## config.mk

```make
export PLATFORM = sky130hd
export DESIGN_NAME = pe_tile_scheduler
export DESIGN_NICKNAME = d
export VERILOG_FILES = /design/src/rtl/pe_tile_scheduler.sv
export SDC_FILE = /design/constraint.sdc
export NUM_CORES = 1
export LEC_CHECK = 0
export ABC_AREA = 1
export CAP_MARGIN = 20
export CORE_MARGIN = 4
export CORE_UTILIZATION = 30
export CTS_BUF_LIST = sky130_fd_sc_hd__clkbuf_8
export CTS_CLUSTER_SIZE = 8
export DETAILED_ROUTE_END_ITERATION = 7
export PLACE_DENSITY = 0.51
export SYNTH_ARGS = -nofsm -noshare
export SYNTH_HDL_FRONTEND = slang
export SYNTH_SLANG_ARGS = --single-unit
```

## constraint.sdc

```tcl
create_clock -name i_clk -period 1.9 [get_ports i_clk]
set_input_delay 0.57 -clock i_clk [delete_from_list [all_inputs] [get_ports i_clk]]
set_output_delay 0.57 -clock i_clk [all_outputs]
set_load 0.01 [all_outputs]
```

## src/rtl/pe_tile_scheduler.sv

```systemverilog
`default_nettype none
// ============================================================================
// pe_tile_scheduler : walks one sparse PE over an IA x W tile grid
//                     (load bundles, start PE, wait finish, drain fmap rows).
// Revision: 1.0
// ============================================================================
module pe_tile_scheduler #(
  parameter int ITER_W = 6,
  parameter int ROW    = 16,
  parameter int ROW_W  = 4
) (
  input  logic              i_clk,
  input  logic              i_rst,
  input  logic              i_start,
  input  logic [ITER_W-1:0] i_ia_iters,
  input  logic [ITER_W-1:0] i_w_iters,
  output logic              o_load_valid,
  output logic [ITER_W-1:0] o_load_ia_idx,
  output logic [ITER_W-1:0] o_load_w_idx,
  input  logic              i_load_ready,
  input  logic              i_load_done,
  output logic              o_pe_start,
  input  logic              i_pe_finish,
  output logic              o_wb_valid,
  output logic [ROW_W-1:0]  o_wb_row,
  input  logic              i_wb_ready,
  output logic              o_busy,
  output logic              o_done
);

  typedef enum logic [2:0] {
    S_IDLE      = 3'd0,
    S_LOAD_REQ  = 3'd1,
    S_LOAD_WAIT = 3'd2,
    S_RUN       = 3'd3,
    S_WAIT_PE   = 3'd4,
    S_WB        = 3'd5,
    S_NEXT      = 3'd6,
    S_DONE      = 3'd7
  } state_t;

  localparam logic [ROW_W-1:0]  LAST_ROW = ROW_W'(ROW - 1);
  localparam logic [ITER_W-1:0] ONE      = ITER_W'(1);

  state_t            state_q, state_d;
  logic [ITER_W-1:0] ia_iters_q, ia_iters_d;
  logic [ITER_W-1:0] w_iters_q, w_iters_d;
  logic [ITER_W-1:0] ia_idx_q, ia_idx_d;
  logic [ITER_W-1:0] w_idx_q, w_idx_d;
  logic [ROW_W-1:0]  row_q, row_d;

  always_ff @(posedge i_clk or posedge i_rst) begin
    if (i_rst) begin
      state_q    <= S_IDLE;
      ia_iters_q <= '0;
      w_iters_q  <= '0;
      ia_idx_q   <= '0;
      w_idx_q    <= '0;
      row_q      <= '0;
    end else begin
      state_q    <= state_d;
      ia_iters_q <= ia_iters_d;
      w_iters_q  <= w_iters_d;
      ia_idx_q   <= ia_idx_d;
      w_idx_q    <= w_idx_d;
      row_q      <= row_d;
    end
  end

  always_comb begin
    state_d    = state_q;
    ia_iters_d = ia_iters_q;
    w_iters_d  = w_iters_q;
    ia_idx_d   = ia_idx_q;
    w_idx_d    = w_idx_q;
    row_d      = row_q;
    unique case (state_q)
      S_IDLE: begin
        if (i_start) begin
          ia_iters_d = i_ia_iters;
          w_iters_d  = i_w_iters;
          ia_idx_d   = '0;
          w_idx_d    = '0;
          state_d    = ((i_ia_iters == '0) || (i_w_iters == '0)) ? S_DONE : S_LOAD_REQ;
        end
      end
      S_LOAD_REQ:  if (i_load_ready) state_d = S_LOAD_WAIT;
      S_LOAD_WAIT: if (i_load_done)  state_d = S_RUN;
      // Finish is deliberately not looked at here: a level left over from the
      // previous tile must not bypass the WAIT_PE handshake.
      S_RUN:       state_d = S_WAIT_PE;
      S_WAIT_PE: begin
        if (i_pe_finish) begin
          row_d   = '0;
          state_d = S_WB;
        end
      end
      S_WB: begin
        if (i_wb_ready) begin
          row_d = row_q + 1'b1;
          if (row_q == LAST_ROW) state_d = S_NEXT;
        end
      end
      S_NEXT: begin
        // iters are non-zero here, so iters-1 cannot underflow
        if (ia_idx_q < (ia_iters_q - ONE)) begin
          ia_idx_d = ia_idx_q + ONE;
          state_d  = S_LOAD_REQ;
        end else begin
          ia_idx_d = '0;
          if (w_idx_q < (w_iters_q - ONE)) begin
            w_idx_d = w_idx_q + ONE;
            state_d = S_LOAD_REQ;
          end else begin
            state_d = S_DONE;
          end
        end
      end
      S_DONE:  state_d = S_IDLE;
      default: state_d = S_IDLE;
    endcase
  end

  assign o_load_valid  = (state_q == S_LOAD_REQ);
  assign o_load_ia_idx = ia_idx_q;
  assign o_load_w_idx  = w_idx_q;
  assign o_pe_start    = (state_q == S_RUN);
  assign o_wb_valid    = (state_q == S_WB);
  assign o_wb_row      = row_q;
  assign o_busy        = (state_q != S_IDLE);
  assign o_done        = (state_q == S_DONE);

endmodule
`default_nettype wire

```

==> impl_metrics.prom, run 1 <==
# TYPE chip_impl_metric gauge
chip_impl_metric{name="postSynthAreaPerCell",unit="µm²"} 7.746
chip_impl_metric{name="fp.dieArea",unit="mm²"} 0.008286
chip_impl_metric{name="place_ws",unit="ps"} -106.5
chip_impl_metric{name="post-route-util",unit="%"} 46.57
chip_impl_metric{name="synthesis.area",unit="mm²"} 0.002068
chip_impl_metric{name="synth_top_area_share",unit="%"} 37.51
chip_impl_metric{name="final_nets",unit=""} 381
chip_impl_metric{name="post_drt_wl_per_cell",unit="µm"} 11.91
chip_impl_info{name="worst_setup_path_start_kind",value="flip-flop"} 1
chip_impl_metric{name="worst_setup_hold_path_clk_slew",unit="ps"} 70
chip_impl_metric{name="boundaryPins",unit=""} 40
chip_impl_metric{name="first_iter_violations",unit=""} 30
chip_impl_info{name="cpMostUsedCell",value="sky130_fd_sc_hd__nand2_1"} 1
chip_impl_metric{name="worst_ep_arrival_time",unit="ps"} 2180
chip_impl_metric{name="globalRoute.totalOverflow",unit=""} 0
chip_impl_metric{name="timing.fmax",unit="GHz"} 0.5007
chip_impl_info{name="crit_path_cell_trace",value="inv_2, ha_1, nand2_1, xor2_1, ha_1, nand2_2, nor2_1, nand2_1, nand3_4, nand3_4, buf_12, nand2_1, o21ai_2"} 1
chip_impl_metric{name="insertion_delay",unit="ps"} 280
chip_impl_metric{name="floorplan.initialDensity",unit="%"} 31.67
chip_impl_metric{name="drcViolationCount",unit=""} 0
chip_impl_metric{name="antenna_violations_before_repair",unit=""} 0
chip_impl_metric{name="period_share",unit="%"} 105.1
chip_impl_metric{name="antenna_violating_nets_post_route",unit=""} 0
chip_impl_metric{name="crit_path_max_fanout",unit=""} 6
chip_impl_metric{name="layout-area-overhead-vs-synth",unit="%"} 47.07
chip_impl_metric{name="layoutNonFillerInstCount",unit=""} 425
chip_impl_metric{name="timing.final.max_slew_violations",unit=""} 0
chip_impl_metric{name="gp_congestion",unit=""} 0.8185
chip_impl_metric{name="nFillCells",unit=""} 658
chip_impl_info{name="root_buffer",value="sky130_fd_sc_hd__clkbuf_8"} 1
chip_impl_metric{name="synth_sequential_area_ratio",unit="%"} 37.51
chip_impl_metric{name="ys_async_sr_fraction",unit="%"} 100.0
chip_impl_metric{name="synth-edff-count",unit=""} 0
chip_impl_info{name="slowest_stage_cell_on_the_critical_path",value="sky130_fd_sc_hd__dfrtp_1"} 1
chip_impl_metric{name="ys_seq_elements",unit=""} 31
chip_impl_metric{name="die-width",unit="µm"} 91.03
chip_impl_metric{name="antenna-diode-count",unit=""} 0
chip_impl_metric{name="power.density",unit="mW/mm²"} 1507
chip_impl_info{name="synth_ff_type",value="sky130_fd_sc_hd__dfrtp_1"} 1
chip_impl_metric{name="power_report.internal_total",unit="µW"} 2647
chip_impl_metric{name="cts_htree_levels",unit=""} 2
chip_impl_metric{name="firstDrtPassIters",unit=""} 4
chip_impl_metric{name="pwr-share-clk",unit="%"} 13.0
chip_impl_metric{name="core-area",unit="mm²"} 0.006531
chip_impl_metric{name="worst_pin_slew",unit="ps"} 410.7
chip_impl_metric{name="hpwlAfterDp",unit="µm"} 3701
chip_impl_metric{name="vias",unit=""} 1921
chip_impl_metric{name="cap_viol_max_count",unit=""} 0
chip_impl_metric{name="synth.net_count",unit=""} 301
chip_impl_metric{name="gate_count_after_technology_mapping",unit=""} 267
chip_impl_metric{name="cts_buffers",unit=""} 5
chip_impl_metric{name="relSlewSlack",unit="%"} 72.62
chip_impl_metric{name="post_route_cells_drive_above_1_share",unit="%"} 29.31
chip_impl_info{name="worst_setup_path_end_kind",value="flip-flop"} 1
chip_impl_metric{name="number_of_global_route_vias_before_repair",unit=""} 1803
chip_impl_info{name="netlist.top_cell.by_area",value="sky130_fd_sc_hd__dfrtp_1"} 1
chip_impl_info{name="netlist_top_cells_count",value="73 x sky130_fd_sc_hd__nand2_1, 32 x sky130_fd_sc_hd__inv_1, 31 x sky130_fd_sc_hd__dfrtp_1"} 1
chip_impl_metric{name="timing.final.hold_violations",unit=""} 0
chip_impl_metric{name="number_of_placed_instances_with_taps_included",unit=""} 409
chip_impl_info{name="most_common_cell_in_the_netlist",value="sky130_fd_sc_hd__nand2_1"} 1
chip_impl_metric{name="vdd_ir_drop_max",unit="mV"} 0.6852
chip_impl_metric{name="post-layout-total-power",unit="µW"} 4584
chip_impl_metric{name="detail_route.wirelength",unit="µm"} 5060
chip_impl_info{name="timing_worst_setup_path_type",value="flip-flop to flip-flop"} 1
chip_impl_metric{name="power.switching",unit="µW"} 1936
chip_impl_metric{name="detail_route.vias_per_cell",unit=""} 4.520
chip_impl_metric{name="rows",unit=""} 29
chip_impl_metric{name="setup_skew_after_layout",unit="ps"} 7.503
chip_impl_info{name="hold_class",value="flip-flop to flip-flop"} 1
chip_impl_info{name="violations",value="setup timing"} 1
chip_impl_info{name="synth_area_leaders",value="sky130_fd_sc_hd__dfrtp_1 38%, sky130_fd_sc_hd__nand2_1 13%, sky130_fd_sc_hd__ha_1 9.1%"} 1
chip_impl_metric{name="placement.io_buffers",unit=""} 39
chip_impl_metric{name="first_pass_grt_wire_length",unit="µm"} 8445
chip_impl_metric{name="p_leak",unit="µW"} 0.001519
chip_impl_metric{name="yosysUniqueCellTypes",unit=""} 30
chip_impl_metric{name="fin_setup_tns",unit="ps"} -864.1
chip_impl_metric{name="cts_buffer_depth",unit=""} 2
chip_impl_info{name="rsz_0062_raised_after_global_routing",value="true"} 1
chip_impl_metric{name="largest_net_degree_at_the_start_of_global_routing",unit=""} 32
chip_impl_metric{name="cts.sinks",unit=""} 31
chip_impl_metric{name="combinationalPowerShare",unit="%"} 62.2
chip_impl_metric{name="ys.warnings.count",unit=""} 0
chip_impl_metric{name="crit_path_max_incr_delay",unit="ps"} 400
chip_impl_metric{name="chipHeight",unit="µm"} 91.03
chip_impl_metric{name="track_usage",unit="%"} 12.40
chip_impl_metric{name="final-setup-viol-count",unit=""} 16
chip_impl_metric{name="worst_ep_required_time",unit="ps"} 2080
chip_impl_info{name="cts_tree",value="yes"} 1
chip_impl_metric{name="p_sw_share",unit="%"} 42.24
chip_impl_metric{name="min_period",unit="ps"} 1997
chip_impl_metric{name="power_frac_seq",unit="%"} 24.8
chip_impl_metric{name="final_critical_path_setup_slack",unit="ps"} -97.35
chip_impl_info{name="status",value="complete, but fails checks"} 1
power groups by stage:
stage | Sequential (µW) | Clock [µW] | Combinational, µW
2_1_floorplan | 1150 | 0 | 1430
3_3_place_gp | 1150 | 0 | 2450
3_5_place_dp | 1150 | 0 | 2460
4_1_cts | 1140 | 615 | 2580
5_1_grt | 1190 | 652 | 3220
6_report | 1140 | 595 | 2850
per-layer routing:
metal,vias up,track usage (%),share of wire [%]
met1,861,16.44,49
met4,0,3.894,1.3
li1,1016,-,-
met5,-,0,0
met2,35,19.68,45
met3,9,3.388,4.7
logic make-up (layout without fill, tap and decap cells):
group | count (synthesis) | in the layout | share of synthesized area, %
AOI/OAI and AO/OA | 36 | 36 | 10.35
buffers and inverters | 40 | 121 | 8.046
xor gates and xnor gates | 15 | 15 | 6.352
adders and majority gates | 15 | 15 | 9.074
and+or+nand+nor | 130 | 130 | 28.67
DFF | 31 | 31 | 37.51
worst paths after layout:
path                                      startpoint                      endpoint  slack (ps)  depth (start not counted)
setup / recovery           ia_iters_q[0]$_DFFE_PP0P_   o_load_w_idx[2]$_DFFE_PP0P_        -100                         13
hold / removal             ia_iters_q[5]$_DFFE_PP0P_     ia_iters_q[5]$_DFFE_PP0P_         510                          2
setup reg to reg           ia_iters_q[0]$_DFFE_PP0P_   o_load_w_idx[2]$_DFFE_PP0P_        -100                         13
hold reg to reg            ia_iters_q[5]$_DFFE_PP0P_     ia_iters_q[5]$_DFFE_PP0P_         510                          2
max in group asynchronous                      i_rst  o_load_ia_idx[2]$_DFFE_PP0P_         910                          3
min in group asynchronous                      i_rst       o_wb_row[2]$_DFFE_PP0P_         670                          3
metrics by stage:
stage               hold slack [ps]  cell area [µm²]
CTS                           517.0             2927
detailed placement            500.9             2776
global route                  522.0             3042
finish                        508.4             3042
global placement              495.8             2776
floorplan                     469.5             2081
cell usage in the layout, fill, tap and decap left out, drive strengths merged, types with 6 or more instances in the layout:
master         instances
nand2                 76
buf                   37
inv                   36
clkdlybuf4s50         33
dfrtp                 31
o21ai                 25
nor2                  24
nand3                 18
ha                    15
clkbuf                12
xor2                  10
a21oi                  6
registers in the layout, indices dropped and copies added (netlist names):
register       flops
ia_iters_q         6
o_load_ia_idx      6
o_load_w_idx       6
o_wb_row           4
state_q            3
w_iters_q          6
layout make-up:
cell class	count	area, µm²	share of cell area (%)
clock buffers	7	96.34	3.167
repair buffers	77	699.4	22.99
multi-input cells	196	1221	40.15
well taps	77	96.34	3.167
inverters	36	140.1	4.607
flip-flops and latches	31	780.7	25.67
clock inverters	1	7.507	0.2468
critical path: cells and delay by family, from the launching register on:
kind                     cells  cell delay [ps]
AND/OR/NAND/NOR              7              620
flip-flops                   1              400
adder cells (fa/ha/maj)      2              450
buffers and inverters        2              230
XOR/XNOR                     1              140
AO/OA/AOI/OAI                1               50
what timing repair did:
item                                    4_1_cts  5_1_grt
endpoints found under the setup margin       23       29
buffers inserted                              4        3
pin swaps                                     8       10
cloned                                        0        1
resized for setup                            20       34
hold buffers                                  0        0
(Power assumes the default switching activity.)
==> run 2, diff against run 1 <==
- ABC_CLOCK_PERIOD_IN_PS: not set -> 1900
==> results of run 2 <==
The final DEF is identical to that of run 1; final timing and power are the same.
